### config.mk
export PLATFORM = sky130hd
export DESIGN_NAME = gpr_writeback_flat
export DESIGN_NICKNAME = d
export VERILOG_FILES = /design/src/rtl/gpr_writeback_if.sv /design/src/rtl/gpr_writeback.sv /design/src/flat_wrapper.sv
export SDC_FILE = /design/constraint.sdc
export NUM_CORES = 1
export LEC_CHECK = 0
export BUFFER_PORTS_ARGS = -buffer_cell sky130_fd_sc_hd__buf_2
export CAP_MARGIN = 30
export CORE_MARGIN = 3
export CORE_UTILIZATION = 40
export CTS_CLUSTER_DIAMETER = 80
export DETAILED_ROUTE_END_ITERATION = 16
export GPL_TIMING_DRIVEN = 0
export PLACE_DENSITY = 0.76
export SLEW_MARGIN = 10
export SYNTH_ARGS = -nofsm -noshare
export SYNTH_HDL_FRONTEND = slang
export SYNTH_SLANG_ARGS = --single-unit
### constraint.sdc
create_clock -name clock -period 2.8 [get_ports clock]
set_clock_uncertainty 0.15 [all_clocks]
set_input_delay 0.56 -clock clock [delete_from_list [all_inputs] [get_ports clock]]
set_output_delay 0.56 -clock clock [all_outputs]
set_load 0.005 [all_outputs]
### src/rtl/gpr_writeback_if.sv
// ----------------------------------------------------------------------------
// gpr_writeback_if
// Data-memory read bus used by the writeback unit for loads.
//   mem_req    request, held by the master until ack or abort
//   mem_addr   word-aligned read address, stable while mem_req is high
//   mem_ack    read data valid this cycle (slave -> master)
//   mem_rdata  read word, little-endian byte lanes (slave -> master)
// Modports: master = writeback unit, slave = data memory.
// ----------------------------------------------------------------------------
interface gpr_writeback_if;
    logic        mem_req;
    logic [31:0] mem_addr;
    logic        mem_ack;
    logic [31:0] mem_rdata;

    modport master (output mem_req, mem_addr, input  mem_ack, mem_rdata);
    modport slave  (input  mem_req, mem_addr, output mem_ack, mem_rdata);
endinterface

### src/rtl/gpr_writeback.sv
// ----------------------------------------------------------------------------
// gpr_writeback
// Writeback unit driving the GPR file write port. Accepts one retiring
// instruction at a time: ALU results go straight to writeback, loads issue a
// data-memory read (req/ack) and sign/zero-extend the selected byte/half/word.
//
// Ports:
//   clock, reset        clock (rising edge), asynchronous active-high reset
//   in_valid/in_ready   upstream handshake; ready only in IDLE
//   in_reg_write, in_dest, in_is_load, in_load_type, in_addr, in_alu_result
//                       retiring instruction fields
//   mem                 data-memory read bus (gpr_writeback_if.master)
//   reg_write, num_write, data_write
//                       GPR write port; strobe is one cycle, addr/data hold
//   timeout_err         one-cycle pulse when a load is aborted
//   rs, rt              decode read addresses for bypass
//   fwd_a_hit/fwd_b_hit, fwd_a/fwd_b
//                       bypass of the value being written this cycle
//
// Parameter TIMEOUT: MEM cycles without ack before abort (0 = wait forever).
// Macro WB_BYPASS_EN: enables the combinational bypass outputs; otherwise
// they are tied to 0 and rs/rt are unused.
// ----------------------------------------------------------------------------
module gpr_writeback #(
    parameter int unsigned TIMEOUT = 16
) (
    input  logic        clock,
    input  logic        reset,
    input  logic        in_valid,
    output logic        in_ready,
    input  logic        in_reg_write,
    input  logic [4:0]  in_dest,
    input  logic        in_is_load,
    input  logic [2:0]  in_load_type,
    input  logic [31:0] in_addr,
    input  logic [31:0] in_alu_result,
    gpr_writeback_if.master mem,
    output logic        reg_write,
    output logic [4:0]  num_write,
    output logic [31:0] data_write,
    output logic        timeout_err,
    input  logic [4:0]  rs,
    input  logic [4:0]  rt,
    output logic        fwd_a_hit,
    output logic        fwd_b_hit,
    output logic [31:0] fwd_a,
    output logic [31:0] fwd_b
);

    // Counter only needs to reach TIMEOUT-1; the abort fires on that cycle.
    localparam int unsigned CW = (TIMEOUT > 1) ? $clog2(TIMEOUT) : 1;

    typedef enum logic [1:0] {IDLE, MEM, WB} state_t;

    state_t        state_q, state_d;
    logic [4:0]    dest_q, dest_d;
    logic          rw_q, rw_d;
    logic [2:0]    ltype_q, ltype_d;
    logic [1:0]    lane_q, lane_d;
    logic          req_q, req_d;
    logic [31:0]   addr_q, addr_d;
    logic          wr_q, wr_d;
    logic [4:0]    num_q, num_d;
    logic [31:0]   data_q, data_d;
    logic          terr_q, terr_d;
    logic [CW-1:0] cnt_q, cnt_d;

    logic [7:0]    ld_byte;
    logic [15:0]   ld_half;
    logic [31:0]   ld_data;

    // Lane selection and extension of the returned word.
    always_comb begin
        ld_byte = '0;
        case (lane_q)
            2'd0:    ld_byte = mem.mem_rdata[7:0];
            2'd1:    ld_byte = mem.mem_rdata[15:8];
            2'd2:    ld_byte = mem.mem_rdata[23:16];
            default: ld_byte = mem.mem_rdata[31:24];
        endcase
        ld_half = lane_q[1] ? mem.mem_rdata[31:16] : mem.mem_rdata[15:0];
        case (ltype_q)
            3'b000:  ld_data = {{24{ld_byte[7]}}, ld_byte};
            3'b001:  ld_data = {{16{ld_half[15]}}, ld_half};
            3'b100:  ld_data = {24'd0, ld_byte};
            3'b101:  ld_data = {16'd0, ld_half};
            default: ld_data = mem.mem_rdata;
        endcase
    end

    always_comb begin
        state_d = state_q;
        dest_d  = dest_q;
        rw_d    = rw_q;
        ltype_d = ltype_q;
        lane_d  = lane_q;
        req_d   = req_q;
        addr_d  = addr_q;
        wr_d    = 1'b0;
        num_d   = num_q;
        data_d  = data_q;
        terr_d  = 1'b0;
        cnt_d   = cnt_q;
        case (state_q)
            IDLE: begin
                if (in_valid) begin
                    dest_d  = in_dest;
                    rw_d    = in_reg_write;
                    ltype_d = in_load_type;
                    lane_d  = in_addr[1:0];
                    if (in_is_load) begin
                        state_d = MEM;
                        req_d   = 1'b1;
                        addr_d  = {in_addr[31:2], 2'b00};
                        cnt_d   = '0;
                    end else begin
                        // Write port is loaded on the accept edge so the
                        // strobe coincides with the single WB cycle.
                        state_d = WB;
                        wr_d    = in_reg_write && (in_dest != 5'd0);
                        num_d   = in_dest;
                        data_d  = in_alu_result;
                    end
                end
            end
            MEM: begin
                if (mem.mem_ack) begin
                    state_d = WB;
                    req_d   = 1'b0;
                    wr_d    = rw_q && (dest_q != 5'd0);
                    num_d   = dest_q;
                    data_d  = ld_data;
                end else if (TIMEOUT != 0) begin
                    if (cnt_q == CW'(TIMEOUT - 1)) begin
                        state_d = IDLE;
                        req_d   = 1'b0;
                        terr_d  = 1'b1;
                    end else begin
                        cnt_d = cnt_q + CW'(1);
                    end
                end
            end
            WB:      state_d = IDLE;
            default: state_d = IDLE;
        endcase
    end

    always_ff @(posedge clock or posedge reset) begin
        if (reset) begin
            state_q <= IDLE;
            dest_q  <= '0;
            rw_q    <= 1'b0;
            ltype_q <= '0;
            lane_q  <= '0;
            req_q   <= 1'b0;
            addr_q  <= '0;
            wr_q    <= 1'b0;
            num_q   <= '0;
            data_q  <= '0;
            terr_q  <= 1'b0;
            cnt_q   <= '0;
        end else begin
            state_q <= state_d;
            dest_q  <= dest_d;
            rw_q    <= rw_d;
            ltype_q <= ltype_d;
            lane_q  <= lane_d;
            req_q   <= req_d;
            addr_q  <= addr_d;
            wr_q    <= wr_d;
            num_q   <= num_d;
            data_q  <= data_d;
            terr_q  <= terr_d;
            cnt_q   <= cnt_d;
        end
    end

    assign in_ready     = (state_q == IDLE);
    assign mem.mem_req  = req_q;
    assign mem.mem_addr = addr_q;
    assign reg_write    = wr_q;
    assign num_write    = num_q;
    assign data_write   = data_q;
    assign timeout_err  = terr_q;

`ifdef WB_BYPASS_EN
    assign fwd_a_hit = wr_q && (num_q == rs) && (rs != 5'd0);
    assign fwd_b_hit = wr_q && (num_q == rt) && (rt != 5'd0);
    assign fwd_a     = data_q;
    assign fwd_b     = data_q;
`else
    logic unused_bypass;
    assign unused_bypass = ^{rs, rt};
    assign fwd_a_hit = 1'b0;
    assign fwd_b_hit = 1'b0;
    assign fwd_a     = '0;
    assign fwd_b     = '0;
`endif

endmodule

### src/flat_wrapper.sv
// flat-port wrapper written by rule: the top's interface ports become plain ports
module gpr_writeback_flat 
#(
    parameter int unsigned TIMEOUT = 16
)
  (clock, reset, in_valid, in_ready, in_reg_write, in_dest, in_is_load, in_load_type, in_addr, in_alu_result, reg_write, num_write, data_write, timeout_err, rs, rt, fwd_a_hit, fwd_b_hit, fwd_a, fwd_b, mem_mem_req, mem_mem_addr, mem_mem_ack, mem_mem_rdata);
  gpr_writeback_if mem_i ();
  input  logic clock;
  input  logic reset;
  input  logic in_valid;
  output logic in_ready;
  input  logic in_reg_write;
  input  logic [4:0] in_dest;
  input  logic in_is_load;
  input  logic [2:0] in_load_type;
  input  logic [31:0] in_addr;
  input  logic [31:0] in_alu_result;
  output logic reg_write;
  output logic [4:0] num_write;
  output logic [31:0] data_write;
  output logic timeout_err;
  input  logic [4:0] rs;
  input  logic [4:0] rt;
  output logic fwd_a_hit;
  output logic fwd_b_hit;
  output logic [31:0] fwd_a;
  output logic [31:0] fwd_b;
  output wire logic [$bits(mem_i.mem_req)-1:0] mem_mem_req;
  output wire logic [$bits(mem_i.mem_addr)-1:0] mem_mem_addr;
  input wire logic [$bits(mem_i.mem_ack)-1:0] mem_mem_ack;
  input wire logic [$bits(mem_i.mem_rdata)-1:0] mem_mem_rdata;
  assign mem_mem_req = mem_i.mem_req;
  assign mem_mem_addr = mem_i.mem_addr;
  assign mem_i.mem_ack = mem_mem_ack;
  assign mem_i.mem_rdata = mem_mem_rdata;
  gpr_writeback #(.TIMEOUT(TIMEOUT)) u_core (.clock(clock), .reset(reset), .in_valid(in_valid), .in_ready(in_ready), .in_reg_write(in_reg_write), .in_dest(in_dest), .in_is_load(in_is_load), .in_load_type(in_load_type), .in_addr(in_addr), .in_alu_result(in_alu_result), .mem(mem_i), .reg_write(reg_write), .num_write(num_write), .data_write(data_write), .timeout_err(timeout_err), .rs(rs), .rt(rt), .fwd_a_hit(fwd_a_hit), .fwd_b_hit(fwd_b_hit), .fwd_a(fwd_a), .fwd_b(fwd_b));
endmodule
== Yosys cells after proc, flatten, opt, wreduce, memory -nomap -nowiden ==
Cells that the tools add are included.
Widths: inputs -> output; s select.

* Register bits: 87
* Input port bits: 120
* Output and inout bits: 139
* Word-level logic and storage cells: 74

* $add $sub $neg: 1
* Eq/ne operators: 14
* Muxes and demuxes: 33
* Reduce and logical (&&, ||, !) cells: 14

{| class="wikitable"
|+ Operator list
! cell !! number
|-
| $pmux 32 s4 || 1
|-
| $mux 32 || 3
|-
| $pmux 32 s2 || 1
|-
| $pmux 8 s3 || 1
|-
| $mux 16 || 1
|-
| $mux 4 || 4
|-
| $mux 5 || 3
|-
| $mux 1 || 10
|-
| $ne 2x2->1 const B || 5
|-
| $pmux 5 s2 || 1
|-
| $reduce_bool 5->1 || 2
|-
| $mux 2 || 4
|-
| $pmux 4 s2 || 1
|-
| $reduce_and 4->1 || 2
|-
| $eq 3x3->1 const B || 2
|-
| $reduce_and 5->1 || 1
|-
| $add 4x1->4 const B || 1
|-
| $eq 2x1->1 const B || 2
|-
| $eq 4x4->1 const B || 1
|-
| $logic_not 2->1 || 2
|-
| $pmux 1 s2 || 2
|-
| $pmux 2 s2 || 1
|-
| $reduce_and 2->1 || 2
|-
| $eq 3x1->1 const B || 1
|-
| other kinds (7) || 8
|}

== Longest topological paths before layout ==
* Depth after elaboration: 5
* Mapped depth: 6
* Gate-level depth less buffers: 5

== Worst setup path after synthesis ==
OpenSTA, ideal clock, no wires.

* Path type: input to register
* Start: input mem_mem_rdata[31]
* End: register u_core.data_q[25], in the netlist u_core.data_write[25]
* Library setup time: 0.126 ns
* Arrival: 1.569 ns
* Data required time: 2.524 ns
* Setup slack: 0.955 ns
* Cell stages on the path: 5
* Buffers on the path: 1
* Cell sequence: mux4_2 > nor2b_4 > o21ai_4 > buf_6 > a211oi_1

* Word-level cells in the longest chain between the ends: 4
* Elaborated cells between the ends (all ways): 5
* Those cells by class: mux: 5

{| class="wikitable"
|+ RTL lines
! what !! line !! text
|-
| start: declaration || flat_wrapper.sv:31 || <nowiki>input wire logic [$bits(mem_i.mem_rdata)-1:0] mem_mem_rdata;</nowiki>
|-
| $pmux 8 s3 / $mux 16 (equally long branches) || gpr_writeback.sv:75, gpr_writeback.sv:81 ||
|-
| $pmux 32 s4 (*) || gpr_writeback.sv:82 || <nowiki>case (ltype_q)</nowiki>
|-
| $mux 32 (*) || gpr_writeback.sv:127 || <nowiki>if (mem.mem_ack) begin</nowiki>
|-
| $pmux 32 s2 (*) || gpr_writeback.sv:104 || <nowiki>case (state_q)</nowiki>
|-
| end signal: assignment || gpr_writeback.sv:172 || <nowiki>data_q <= data_d;</nowiki>
|-
| end: declaration || gpr_writeback.sv:64 || <nowiki>logic [31:0] data_q, data_d;</nowiki>
|}

Every way passes the cells marked *; elsewhere a longest branch is shown, timed or not. The select of a mux whose other input is x is not followed.
A chain may end at the register's enable or synchronous reset.

== Worst setup path in the final report ==
* Start: register u_core.state_q[1]
* End: register u_core.data_q[1], in the netlist u_core.data_write[1]

* Word-level cells in the longest chain between the ends: 3
* Elaborated cells between the ends (all ways): 8
* Those cells by class: eq/ne: 4; mux: 1; reduce/logical: 3

{| class="wikitable"
|+ RTL lines
! what !! line !! text
|-
| start: declaration || gpr_writeback.sv:55 || <nowiki>state_t state_q, state_d;</nowiki>
|-
| start signal: assignment || gpr_writeback.sv:163 || <nowiki>state_q <= state_d;</nowiki>
|-
| $eq 2x1->1 / $logic_not 2->1 (equally long branches) || gpr_writeback.sv:104 ||
|-
| $ne 2x2->1 (no source line) / $reduce_bool 2->1 (equally long branches) || -- ||
|-
| $reduce_and 4->1 (no source line) || -- ||
|}

Parallel ways exist; a longest one is shown, timed or not.

==> flow_summary.toml <==
[place]
dpl.hpwl_mm = 11.1
gp_congestion = 0.904
io_buffer_count = 180
placedCellCount = 879

[clock_tree]
cts_tree = "built"
clock_sinks = 87
clock_path_buffers = 2
clk_latency_ns = 0.33
postCtsHoldBufs = 0
cts_resized = 0
root_buffer = "clkbuf_16"
clk_pin_slew_ns = 0.06
htree_levels = 3
post-cts-setup-buffers = 0
cts_buffers = 9

[power]
vdd_ir_drop_max_mv = 0.353
pwr-share-clk = 0.252
p_int_uw = 3380
powerDensity_nw_per_um2 = 776
seqPwrFrac = 0.391
combPwrFrac = 0.358
p_sw_frac = 0.326
leakagePower_uw = 0.00323
switchingPower_uw = 1640

[floorplan]
start_util = 0.414
die_h_um = 115
die-area_sq_um = 13300
die_w_um = 115
io_pins = 259
rows = 39
design.core.area_sq_um = 11600

[status]
status = "completed"

[routing]
via_per_inst = 4.81
wl_per_cell_um = 15.4
wirelength_mm = 13.8
drtIter0Drc = 307
ant_nets = 0
dr.pass1.iters = 4
vias = 4293
drc = 0

[grt]
grt-ovfl-total = 0
busiest_layer = "met2"
grt_use_met1 = 0.277
grt_antenna_before_repair = 0
grtUsageTotal = 0.198
grt_max_degree = 38
use_met3 = 0.0337
grt_pass1_wl_mm = 20.5
grt_pass1_vias = 3889
grt.met2_usage = 0.313

[sta]
min_period_ns = 2.29
rsz0062_at_grt = "no"
worstMarginPinSlew_ns = 0.845
relSlewSlack = 0.422
slew_viol_final = 0
fin_crit_sh = 0.817
setup-tns-final_ns = 0
finalSetupViolations = 0
fmax_mhz = 437
hold_viol = 0

[setup_path]
crit_path_end_kind = "register"
crit_path_max_fanout = 10
arrival_ns = 2.32
crit_required_ns = 2.83
worstSetupPathType = "reg -> reg"
reg2regPathDepth = 5
worstSetupStartpointType = "register"

[finish]
final_core_util = 0.559
multi_input_area_sq_um = 2170
num_antenna_cells = 0
fill_cells = 1066
final_cell_count_no_fill = 893
drive_above_1_share = 0.431
regArea_sq_um = 2180
areaGrowthSynthToFinish_pct = 35.2
nets = 868
final_cell_mix = "buf_2, dfrtp_1, buf_4, conb_1, mux2_2"
final_common_cell = "buf_2"

[logic_synthesis]
synth_ff_type = "dfrtp_1"
ys_async_sr_fraction = 1.00
synth_compound_area_frac = 0.134
synthTopCellsByArea = "dfrtp_1, buf_4, mux2_2, a21oi_1, nor2_1"
synth-xor-area-share = 0
synth_fa_ha_area_frac = 0.00262
synth-simple-area-share = 0.140
syn_area_per_cell_sq_um = 9.82
muxShareOfSynthArea = 0.122
synthesis.area_sq_um = 4780
ys_warn_count = 0
synth-seq-cells = 87
synth_seq_area_share = 0.455
synth_top_family_by_area = "buffers and inverters"
synth_cells = 487
synth-edff-count = 0
yosysUniqueCellTypes = 46
synth_area_leader_cell = "dfrtp_1"
synth_top_area_frac = 0.455

[job]
maxCapViolCount = 0

[hold_path]
hp-class = "in -> async"
[critical path, stage by stage (launching register included)]
cell and delay (ns):
dfrtp_1 0.42, nand2b_1 0.16, clkbuf_1 0.18, clkbuf_1 0.30, a2111oi_0 0.78, o21ai_1 0.16
[power by group through the flow]
| stage | Combinational [uW] | Clock (uW) | Sequential, uW |
|---|---|---|---|
| after floorplan | 1020 | 0 | 1990 |
| after global placement | 1770 | 0 | 1960 |
| after detailed placement | 1800 | 0 | 1980 |
| after CTS | 1810 | 1290 | 1960 |
| after global routing | 1990 | 1360 | 2020 |
| final | 1790 | 1260 | 1960 |
[per-layer routing]
layer | vias up | share of wire
li1 | 2092 | -
met2 | 175 | 0.47
met1 | 2012 | 0.45
met5 | - | 0
met3 | 14 | 0.063
met4 | 0 | 0.015
[path summary, 6_finish.rpt]
check | endpoint | slack, ns | from
min in group clock | u_core.ltype_q[1]$_DFFE_PP0P_ | 0.28 | in_load_type[1]
worst min register to register | u_core.data_write[6]$_DFFE_PP0P_ | 0.34 | u_core.data_write[6]$_DFFE_PP0P_
max in group asynchronous | u_core.data_write[10]$_DFFE_PP0P_ | 1.59 | reset
worst max-delay path | u_core.data_write[1]$_DFFE_PP0P_ | 0.51 | u_core.state_q[1]$_DFFE_PP0P_
worst min-delay path | u_core.data_write[5]$_DFFE_PP0P_ | 0.13 | reset
worst max register to register | u_core.data_write[1]$_DFFE_PP0P_ | 0.51 | u_core.state_q[1]$_DFFE_PP0P_
[sequential cells by signal, indices dropped and copies added (netlist names)]
register	flops
u_core.mem.mem_addr	30
u_core.mem.mem_req	1
u_core.ltype_q	3
u_core.num_write	5
u_core.state_q	2
u_core.rw_q	1
u_core.cnt_q	4
u_core.lane_q	2
u_core.data_write	32
u_core.dest_q	5
u_core.reg_write	1
u_core.timeout_err	1
[synthesized netlist by cell type (all sizes together) (2+ instances only)]
| library cell | n |
|---|---|
| mux2i | 10 |
| buf | 79 |
| nor2 | 39 |
| a31oi | 5 |
| o21ai | 27 |
| clkbuf | 23 |
| nor3 | 28 |
| a2111oi | 6 |
| inv | 6 |
| or3b | 2 |
| o22ai | 8 |
| a211oi | 16 |
| a21oi | 32 |
| or4 | 2 |
| mux2 | 41 |
| nand3b | 6 |
| nand2 | 27 |
| dfrtp | 87 |
| nor2b | 12 |
| nand2b | 8 |
| and2 | 4 |
| nor3b | 2 |
| o211ai | 2 |
[area by class of cell]
class | count | area share
Inverter | 6 | 0.00406
Sequential cell | 87 | 0.337
Clock buffer | 9 | 0.0348
Multi-Input combinational cell | 359 | 0.335
Clock inverter | 5 | 0.0130
Timing Repair Buffer | 182 | 0.145
Buffer | 102 | 0.103
Tap cell | 143 | 0.0277
[cells by family after synthesis]
kind of cell,count (synthesis)
compound gates,104
flops,87
mux,52
buf+inv,108
other cells,1
fa+ha+maj,1
simple gates,134
[per-stage QoR]
step | setup slack, ns | power [uW] | instance area, sq um | hold WS [ns]
final | 0.511 | 5020 | 6470 | 0.130
after global routing | 0.363 | 5370 | 6470 | 0.160
after CTS | 0.435 | 5060 | 6470 | 0.139
after detailed placement | 0.458 | 3780 | 6160 | 0.329
after global placement | 0.427 | 3740 | 6120 | 0.318
after floorplan | 0.955 | 3010 | 5040 | 0.326
Power figures use the tool's default switching activity.
